===== src/rtl/add_acc_stage_if.sv =====
// ---------------------------------------------------------------------------
// add_acc_stage_if
// Bundles the sample input port, the result output port and the synchronous
// clear of add_acc_stage.
//
// Handshake semantics (both ports): a transfer happens on a rising clk edge
// where valid and ready are both high. The producer holds valid and its data
// stable until that transfer. ready may be low without valid being high.
//
// Signals
//   clr        producer -> stage  synchronous clear of the current window
//   in_valid   producer -> stage  sample valid
//   in_ready   stage -> producer  stage can take a sample
//   in_data    producer -> stage  sample, unsigned, WIDTH bits
//   out_valid  stage -> consumer  result valid
//   out_ready  consumer -> stage  consumer accepts the result
//   out_sum    stage -> consumer  accumulated sum, WIDTH bits
//   out_co     stage -> consumer  overflow seen in the window
//   out_cnt    stage -> consumer  samples accepted in the current window
//
// Modports
//   master : the side that supplies samples and consumes results
//   slave  : the accumulating stage itself
// ---------------------------------------------------------------------------
interface add_acc_stage_if #(
    parameter int WIDTH = 8,
    parameter int CNT_W = 8
);
    logic             clr;
    logic             in_valid;
    logic             in_ready;
    logic [WIDTH-1:0] in_data;
    logic             out_valid;
    logic             out_ready;
    logic [WIDTH-1:0] out_sum;
    logic             out_co;
    logic [CNT_W-1:0] out_cnt;

    modport master (
        output clr, in_valid, in_data, out_ready,
        input  in_ready, out_valid, out_sum, out_co, out_cnt
    );

    modport slave (
        input  clr, in_valid, in_data, out_ready,
        output in_ready, out_valid, out_sum, out_co, out_cnt
    );
endinterface


===== src/rtl/add_acc_stage.sv =====
// ---------------------------------------------------------------------------
// add_acc_stage
// Accumulating register stage feeding a WIDTH-bit adder. The running sum is
// the adder A operand, the accepted sample is the B operand (carry-in 0), and
// the WIDTH+1-bit result is registered back. After N_SAMPLES accepted samples
// the total is presented on the output port until the consumer takes it.
//
// Parameters
//   WIDTH      data / accumulator / sum width (equals the adder width)
//   N_SAMPLES  samples per result, 2..255
//   CNT_W      sample counter width, 2**CNT_W > N_SAMPLES
//
// Ports
//   clk        single clock, rising edge
//   rst        synchronous, active-high reset
//   bus        add_acc_stage_if.slave: clr, sample input, result output
//   dbg_state  current FSM state (0 = ACC, 1 = EMIT)
//
// Configuration
//   ADD_ACC_SAT_EN  defined: any add that carries saturates the accumulator
//                   to all ones for the rest of the window.
//                   undefined: the accumulator wraps modulo 2**WIDTH.
//   In both builds out_co is the sticky OR of every carry in the window, and
//   the handshake, latency and FSM are identical.
//
// Edge priority: rst, then clr, then normal operation.
// ---------------------------------------------------------------------------
module add_acc_stage #(
    parameter int WIDTH     = 8,
    parameter int N_SAMPLES = 4,
    parameter int CNT_W     = 8
) (
    input  logic                 clk,
    input  logic                 rst,
    add_acc_stage_if.slave       bus,
    output logic                 dbg_state
);

    typedef enum logic {
        ACC  = 1'b0,
        EMIT = 1'b1
    } state_t;

    state_t           state;
    logic [WIDTH-1:0] acc;
    logic             sticky_co;
    logic [CNT_W-1:0] cnt;
    logic [WIDTH-1:0] sum_q;
    logic             co_q;

    // Adder operands: A = running sum, B = incoming sample, CI = 0.
    logic [WIDTH:0]   add_res;
    logic [WIDTH-1:0] acc_next;
    logic             co_next;
    logic [CNT_W-1:0] cnt_inc;
    logic             accept;
    logic             last_sample;

    assign add_res = {1'b0, acc} + {1'b0, bus.in_data};

`ifdef ADD_ACC_SAT_EN
    // Once saturated, later adds either carry again or add zero, so the
    // accumulator stays at all ones without an extra flag.
    assign acc_next = add_res[WIDTH] ? {WIDTH{1'b1}} : add_res[WIDTH-1:0];
`else
    assign acc_next = add_res[WIDTH-1:0];
`endif

    assign co_next     = sticky_co | add_res[WIDTH];
    assign cnt_inc     = cnt + CNT_W'(1);
    assign last_sample = (cnt_inc == CNT_W'(N_SAMPLES));

    // in_ready is combinational on rst and clr so a sample offered in a
    // reset or clear cycle is visibly refused rather than silently dropped.
    assign bus.in_ready = (state == ACC) & ~rst & ~bus.clr;
    assign accept       = bus.in_valid & bus.in_ready;

    always_ff @(posedge clk) begin
        if (rst) begin
            state     <= ACC;
            acc       <= '0;
            sticky_co <= 1'b0;
            cnt       <= '0;
            sum_q     <= '0;
            co_q      <= 1'b0;
        end else if (bus.clr) begin
            // Drops the window; in EMIT this also discards the pending
            // result. The last presented sum/co stay on the output.
            state     <= ACC;
            acc       <= '0;
            sticky_co <= 1'b0;
            cnt       <= '0;
        end else begin
            case (state)
                ACC: begin
                    if (accept) begin
                        acc       <= acc_next;
                        sticky_co <= co_next;
                        cnt       <= cnt_inc;
                        if (last_sample) begin
                            state <= EMIT;
                            sum_q <= acc_next;
                            co_q  <= co_next;
                        end
                    end
                end
                EMIT: begin
                    if (bus.out_ready) begin
                        state     <= ACC;
                        acc       <= '0;
                        sticky_co <= 1'b0;
                        cnt       <= '0;
                    end
                end
                default: begin
                    state <= ACC;
                end
            endcase
        end
    end

    assign bus.out_valid = (state == EMIT);
    assign bus.out_sum   = sum_q;
    assign bus.out_co    = co_q;
    assign bus.out_cnt   = cnt;
    assign dbg_state     = state;

endmodule

===== src/flat_wrapper.sv =====
// flat-port wrapper written by rule: the top's interface ports become plain ports
module add_acc_stage_flat 
#(
    parameter int WIDTH     = 8,
    parameter int N_SAMPLES = 4,
    parameter int CNT_W     = 8
)
  (clk, rst, dbg_state, bus_clr, bus_in_valid, bus_in_data, bus_out_ready, bus_in_ready, bus_out_valid, bus_out_sum, bus_out_co, bus_out_cnt);
  add_acc_stage_if #(.WIDTH(WIDTH), .CNT_W(CNT_W)) bus_i ();
  input  logic clk;
  input  logic rst;
  output logic dbg_state;
  input wire logic [$bits(bus_i.clr)-1:0] bus_clr;
  input wire logic [$bits(bus_i.in_valid)-1:0] bus_in_valid;
  input wire logic [$bits(bus_i.in_data)-1:0] bus_in_data;
  input wire logic [$bits(bus_i.out_ready)-1:0] bus_out_ready;
  output wire logic [$bits(bus_i.in_ready)-1:0] bus_in_ready;
  output wire logic [$bits(bus_i.out_valid)-1:0] bus_out_valid;
  output wire logic [$bits(bus_i.out_sum)-1:0] bus_out_sum;
  output wire logic [$bits(bus_i.out_co)-1:0] bus_out_co;
  output wire logic [$bits(bus_i.out_cnt)-1:0] bus_out_cnt;
  assign bus_i.clr = bus_clr;
  assign bus_i.in_valid = bus_in_valid;
  assign bus_i.in_data = bus_in_data;
  assign bus_i.out_ready = bus_out_ready;
  assign bus_in_ready = bus_i.in_ready;
  assign bus_out_valid = bus_i.out_valid;
  assign bus_out_sum = bus_i.out_sum;
  assign bus_out_co = bus_i.out_co;
  assign bus_out_cnt = bus_i.out_cnt;
  add_acc_stage #(.WIDTH(WIDTH), .N_SAMPLES(N_SAMPLES), .CNT_W(CNT_W)) u_core (.clk(clk), .rst(rst), .bus(bus_i), .dbg_state(dbg_state));
endmodule

===== config.mk =====
export PLATFORM = sky130hd
export DESIGN_NAME = add_acc_stage_flat
export DESIGN_NICKNAME = d
export VERILOG_FILES = /design/src/rtl/add_acc_stage_if.sv /design/src/rtl/add_acc_stage.sv /design/src/flat_wrapper.sv
export SDC_FILE = /design/constraint.sdc
export NUM_CORES = 1
export LEC_CHECK = 0
export ABC_AREA = 1
export CAP_MARGIN = 20
export CORE_ASPECT_RATIO = 2
export CORE_MARGIN = 2
export CORE_UTILIZATION = 55
export CTS_CLUSTER_SIZE = 30
export DETAILED_ROUTE_END_ITERATION = 8
export GPL_TIMING_DRIVEN = 0
export PLACE_DENSITY = 0.84
export SLEW_MARGIN = 10
export SYNTH_ARGS = -nofsm -noshare
export SYNTH_HDL_FRONTEND = slang
export SYNTH_SLANG_ARGS = --single-unit

===== constraint.sdc =====
create_clock -name clk -period 4.4 [get_ports clk]
set_input_delay 0.66 -clock clk [delete_from_list [all_inputs] [get_ports clk]]
set_output_delay 0.66 -clock clk [all_outputs]
set_load 0.01 [all_outputs]

==> qor.log, run 1 <==
[run_status] run status complete, no violations
[synthesis] Synth Area in Adders 0.0860
[setup_path] cell type group with the largest total delay on the critical path buffers and inverters
[power_and_ir_drop] Net Sw Frac 0.253
[timing] Fin Hold WS 0.475 ns
[job] maxcap violations 0
[cells_and_area] filler cell count in the final layout 247
[synthesis] share of synthesized cell area in and, or, nand and nor gates 0.397
[synthesis] number of synthesized register bits 27
[cells_and_area] area delta synth->final 23.9%
[clock_network] number of setup buffers added after CTS 0
[die] initial standard-cell utilization of the core 0.574
[synthesis] XOR/XNOR Fraction of Synth Area 0.0156
[clock_network] TritonCTS clock tree yes
[timing] final worst-path cycle share 0.792
[timing] Clock Skew 0.00213 ns
[timing] headroom to the max-slew limit 0.611
[synthesis] sequential cell area fraction in the yosys report 0.320
[global_route] maximum number of pins on one net before global-route repair 16
[synthesis] portion of netlist area occupied by mux cells 0
[setup_path] Arr. time, crit path 2.83 ns
[power_and_ir_drop] switching power summed over all nets 114 uW
[timing] Setup TNS 0 ns
[power_and_ir_drop] Pleak 0.928 nW
[setup_path] most used cell, CP clkdlybuf4s50_1
[cells_and_area] final core utilization 0.711
[global_route] number of global-route vias before repair 1,551
[global_route] GR Overflow Total 0
[setup_path] kind of capture point of the worst setup path output pin
[die] I/O pin count 33
[clock_network] Skew-Pair Late Insertion Delay 0.28 ns
[synthesis] compound-cell area share of the yosys netlist 0.0934
[drt] number of nets with antenna violations after routing 0
[placed_design] placed wire-length estimate 2.88 mm
[hold_path] class of the tightest hold or removal check flip-flop to flip-flop
[setup_path] list of cells traversed by the critical path clkdlybuf4s50_1 -> clkinv_1 -> nand2_1 -> buf_1 -> nor2_1 -> clkdlybuf4s50_1
[placed_design] post-placement cell count 305
[clock_network] CTS HTree Levels 1
[power_and_ir_drop] sequential fraction of design power 0.552
[synthesis] combinational family with the most area after synthesis simple AND/OR/NAND/NOR gates
[drt] Routed WL per cell 12.1 um
[power_and_ir_drop] clock network fraction of design power 0.318
[global_route] number of antenna violations at the first check in global routing 0
[setup_path] required time of the worst setup path 3.74 ns
[synthesis] count of synthesis-stage warnings from yosys 0
[synthesis] post-synthesis async set-or-reset flop share 0
[placed_design] post-place instance area 0.00205 mm^2
[synthesis] Mean Syn Cell Area 6.95 um^2
[drt] detailed-route via count 1,621
[timing] highest achievable clock rate 287 MHz
[clock_network] clock tree buffer depth 2
[setup_path] Setup crit start kind input pin
[cells_and_area] ratio of cells with drive above 1 in the final layout 0.0932
[drt] # DRC 0
[cells_and_area] Non-Filler Cell Area, Final 0.00209 mm^2
[clock_network] clk root buf clkbuf_8
[clock_network] CTS clk-pin slew, worst paths 0.09 ns
[synthesis] number of instances in the synthesized netlist 243
[setup_path] Slowest-stage cell, CP clkdlybuf4s50_1
[placed_design] count of port buffers added during placement 32
[synthesis] Synth top area share 0.320
[global_route] total global-route track usage 0.242
[clock_network] count of hold buffers inserted by post-cts repair 0
[clock_network] total CTS buffers 3
[cells_and_area] highest-count cells in the layout ignoring fill and taps nand2_1, clkdlybuf4s50_1, inv_1
[synthesis] post-synth top area cell dfxtp_1
[setup_path] WS Path Type input pin to output pin
[synthesis] main area contributors after synthesis dfxtp_1, nand2_1, ha_1
[synthesis] Top FF cell, synth dfxtp_1
[die] Die ar. 0.00355 mm^2
[global_route] wire length of the first global-routing pass 6.44 mm
[timing] worst slew pin tran 0.584 ns
[die] width of the chip 43.2 um
[setup_path] worst path bufs/invs 4
[power_and_ir_drop] worst vdd ir 0.319 mV
[timing] count of final max-slew check failures 0
[die] row count 28
[power_and_ir_drop] P per Cell Area 216 mW/mm^2
[drt] routed wire length 3.75 mm
[drt] Iter 0 DRT Violations 34
[die] die outline height 82.3 um
[power_and_ir_drop] design internal power 337 uW
[timing] endpoints failing hold 0
[timing] setup repair after global routing missed its margin false
[synthesis] count of different cell masters after synthesis 34
[clock_network] Gates resized, CTS repair 0
[synthesis] area of the mapped netlist 0.00169 mm^2
[timing] min Tclk post-route 3.49 ns
[power_and_ir_drop] portion of total power attributed to combinational logic 0.130
[cells_and_area] non-filler instance count after layout 309
[timing] number of setup violations in the final report 0
[setup_path] longest individual stage delay on the worst path 0.53 ns
[die] area of the core 0.00294 mm^2
[cells_and_area] most common cell after layout, fill and taps aside nand2_1
[clock_network] TritonCTS Sinks 27
[synthesis] number of enable-type register cells in the synthesized netlist 0
[cells_and_area] sequential cell area 541 um^2
[cells_and_area] number of diodes 0
[cells_and_area] count of nets after finishing 304
[setup_path] maximum fanout along the worst path 10
[synthesis] net count of the mapped netlist 267
[placed_design] final weighted congestion in routability-driven placement 0.861
[drt] via-per-instance ratio 5.25
[cells_and_area] area occupied by multi-input gates 1000 um^2
[drt] DR pass1 iterations 4
power groups by stage:
stage	logic, mW	registers, mW	clock network (mW)
after detailed placement	0.0583	0.254	0
after global placement	0.0574	0.254	0
after CTS	0.0588	0.249	0.149
after global routing	0.0661	0.249	0.155
after floorplan	0.0351	0.254	0
final	0.0588	0.249	0.143
worst register-to-register path: stages (launching register included):
cell	delay, ns
dfxtp_1	0.34
ha_1	0.19
inv_1	0.07
fa_1	0.39
nand3b_1	0.18
nand2_1	0.14
nand2_1	0.09
nand2_1	0.06
nand2_1	0.06
and2_1	0.14
nor2_1	0.09
nor2_1	0.05
registers in the layout (all words and copies together), names as in the netlist:
| name | cells |
|---|---|
| u_core.bus.out_valid | 1 |
| u_core.bus.out_sum | 8 |
| u_core.acc | 8 |
| u_core.bus.out_co | 1 |
| u_core.sticky_co | 1 |
| u_core.bus.out_cnt | 8 |
metrics by stage:
step	total power, mW	worst slack [ns]
floorplan	0.289	2.37
global placement	0.312	0.912
detailed placement	0.313	0.881
CTS	0.456	0.881
global route	0.470	0.726
finish	0.451	0.914
final timing paths:
check | end | slack, ns | cells after the start | startpoint
worst max register to register | u_core.bus.out_sum[6] | 2.53 | 11 | u_core.acc[0]
worst min register to register | u_core.acc[7] | 0.47 | 2 | u_core.acc[7]
worst min-delay path | u_core.acc[7] | 0.47 | 2 | u_core.acc[7]
worst max-delay path | bus_in_ready | 0.91 | 6 | rst
synthesized netlist by cell type, types with 2 or more instances:
master,instances
clkinv_1,2
nand3b_1,4
o21bai_1,5
a21oi_1,17
nor2_4,3
nand3_1,16
nand2_2,4
ha_1,10
o21ai_0,3
o22ai_1,2
nand4_1,3
dfxtp_1,27
xnor2_1,2
nor2_2,6
inv_1,29
nand2_1,73
nor2_1,19
nand3_2,2
layer usage:
| layer | GRT usage | vias up | routed length [um] |
|---|---|---|---|
| met1 | 0.243 | 718 | 1390 |
| met4 | 0.203 | 0 | 216 |
| li1 | - | 845 | - |
| met5 | 0 | - | 0 |
| met2 | 0.427 | 40 | 2020 |
| met3 | 0.0304 | 18 | 122 |
area by class of cell:
class / count / area share
multi-input cells: 180 / 0.478
clock buffers: 3 / 0.0197
repair buffers: 32 / 0.153
well taps: 30 / 0.0179
clock inverters: 1 / 0.00239
flip-flops and latches: 27 / 0.258
inverters: 31 / 0.0556
plain buffers: 5 / 0.0150
cells by family after synthesis:
family	Yosys count
fa+ha+maj	11
compound gates	28
simple gates	138
buf+inv	36
xor+xnor	3
flops	27
No activity file was read; power rests on OpenSTA's default activity.
==> run 2: changes to the inputs <==
CORE_UTILIZATION = 51   (was 55)
PLACE_DENSITY = 0.79   (was 0.84)
clock period = 3.4 ns   (was 4.4 ns; I/O delays follow)
==> run 2 against run 1 <==
Effect of this change: first-iteration DRC count is 18% lower; die area is 7.3% higher; sequential share of layout area about the same; cell count increased by 0.32%; via count decreased by 0.68%; count of clock-buffer cells in the layout unchanged; power is 29% higher; global-route usage shrank 2.0 points; largest cell class unchanged; largest power group unchanged.
==> qor.log, run 2 (synthesized netlist as in run 1, its figures left out) <==
[setup_path] most used cell, CP clkdlybuf4s50_1
[power_and_ir_drop] overall power of the completed layout 583 uW
[clock_network] TritonCTS clock tree yes
[timing] Setup TNS 0 ns
[drt] total length of routed met3 wires 113 um
[drt] Routed WL per cell 12.1 um
[cells_and_area] highest-count cells in the layout ignoring fill and taps nand2_1, clkdlybuf4s50_1, inv_1
[setup_path] kind of capture point of the worst setup path output pin
[placed_design] final weighted congestion in routability-driven placement 0.848
[timing] headroom to the max-slew limit 0.605
[die] die outline height 85.4 um
[clock_network] CTS HTree Levels 1
[drt] via-per-instance ratio 5.19
[die] row count 29
[setup_path] list of cells traversed by the critical path clkdlybuf4s50_1 -> clkinv_1 -> nand2_1 -> buf_1 -> nor2_1 -> clkdlybuf4s50_1
[drt] routed wire length 3.75 mm
[global_route] number of global-route vias before repair 1,532
[die] width of the chip 44.7 um
[timing] endpoints failing hold 0
[drt] number of nets with antenna violations after routing 0
[global_route] maximum number of pins on one net before global-route repair 17
[cells_and_area] area delta synth->final 24.2%
[drt] # DRC 0
[clock_network] total CTS buffers 3
[timing] highest achievable clock rate 316 MHz
[drt] wire length on met2 2.11 mm
[timing] setup repair after global routing missed its margin false
[global_route] total global-route track usage 0.222
[power_and_ir_drop] worst vdd ir 0.289 mV
[die] area of the core 0.00316 mm^2
[drt] DR pass1 iterations 4
[timing] number of setup violations in the final report 0
[drt] detailed-route via count 1,610
[drt] highest signal layer in the routed design met4
[timing] final worst-path cycle share 0.931
[setup_path] required time of the worst setup path 2.89 ns
[hold_path] class of the tightest hold or removal check flip-flop to flip-flop
[cells_and_area] number of diodes 0
[power_and_ir_drop] P per Cell Area 278 mW/mm^2
[placed_design] placed wire-length estimate 2.97 mm
[setup_path] WS Path Type input pin to output pin
[cells_and_area] ratio of cells with drive above 1 in the final layout 0.0932
[setup_path] longest individual stage delay on the worst path 0.53 ns
[clock_network] Gates resized, CTS repair 0
[placed_design] count of port buffers added during placement 32
[drt] Iter 0 DRT Violations 28
[run_status] run status complete, no violations
[timing] Clock Skew 0.0107 ns
[cells_and_area] count of nets after finishing 304
[clock_network] clk root buf clkbuf_8
[clock_network] CTS clk-pin slew, worst paths 0.09 ns
[cells_and_area] filler cell count in the final layout 292
[cells_and_area] most common cell after layout, fill and taps aside nand2_1
[job] maxcap violations 0
[global_route] GR Overflow Total 0
[setup_path] Setup crit start kind input pin
[clock_network] clock tree buffer depth 2
[die] initial standard-cell utilization of the core 0.535
[die] I/O pin count 33
[setup_path] worst path bufs/invs 4
[cells_and_area] non-filler instance count after layout 310
[clock_network] TritonCTS Sinks 27
[timing] worst slew pin tran 0.592 ns
[setup_path] Arr. time, crit path 2.66 ns
[setup_path] cell type group with the largest total delay on the critical path buffers and inverters
[power_and_ir_drop] Pleak 0.924 nW
[timing] min Tclk post-route 3.17 ns
[die] Die ar. 0.00381 mm^2
[global_route] wire length of the first global-routing pass 6.42 mm
[setup_path] Slowest-stage cell, CP clkdlybuf4s50_1
[setup_path] maximum fanout along the worst path 10
[global_route] number of antenna violations at the first check in global routing 0
[timing] count of final max-slew check failures 0
[clock_network] number of setup buffers added after CTS 0
[clock_network] Skew-Pair Late Insertion Delay 0.27 ns
[clock_network] count of hold buffers inserted by post-cts repair 0
[drt] total routed wire length on the met1 layer 1.44 mm
[placed_design] post-placement cell count 306
[run 2: cell types whose count changed in the layout (fill, tap and decap cells not counted), sizes merged]
| cell | delta |
|---|---|
| clkinv | -1 |
| clkinvlp | +1 |
[run 2: worst min-delay path: stages, from the launching register on]
cell and delay (ns):
dfxtp_1 0.32, nand2_1 0.06, a21oi_1 0.05
[run 2: worst paths after layout]
| path | endpoint | slack, ns | cells past startpoint | start |
|---|---|---|---|---|
| hold / removal | u_core.acc[6] | 0.48 | 2 | u_core.acc[6] |
| setup / recovery | bus_in_ready | 0.23 | 6 | rst |
| hold reg to reg | u_core.acc[6] | 0.48 | 2 | u_core.acc[6] |
| setup reg to reg | u_core.bus.out_sum[6] | 1.53 | 11 | u_core.acc[0] |
[run 2: layout make-up]
| cell class | instances | area [um^2] | share of cell area |
|---|---|---|---|
| multi-input cells | 180 | 1000 | 0.477 |
| flip-flops and latches | 27 | 541 | 0.258 |
| repair buffers | 32 | 320 | 0.153 |
| well taps | 31 | 38.8 | 0.0185 |
| clock buffers | 3 | 41.3 | 0.0197 |
| inverters | 31 | 116 | 0.0555 |
| clock inverters | 1 | 7.51 | 0.00358 |
| plain buffers | 5 | 31.3 | 0.0149 |
[run 2: power by group]
group / switching, mW / total, mW / leakage [nW] / internal [mW]
Sequential: 0.00271 / 0.322 / 0.218 / 0.319
Combinational: 0.0415 / 0.0759 / 0.685 / 0.0344
Clock: 0.102 / 0.185 / 0.0217 / 0.0831
[run 2: through the flow]
stage / hold WS (ns) / util / cell area (um^2) / worst slack, ns
floorplan: 0.443 / - / 1690 / 1.52
global placement: 0.454 / 0.648 / 2050 / 0.224
detailed placement: 0.464 / 0.648 / 2050 / 0.209
CTS: 0.477 / 0.664 / 2100 / 0.209
global route: 0.503 / 0.664 / 2100 / 0.0804
finish: 0.476 / 0.664 / 2100 / 0.233
[run 2: metal layers]
layer / vias to the layer above / global-route usage
met5: - / 0
met3: 7 / 0.0234
met1: 727 / 0.250
met2: 35 / 0.395
li1: 841 / -
met4: 0 / 0.0964
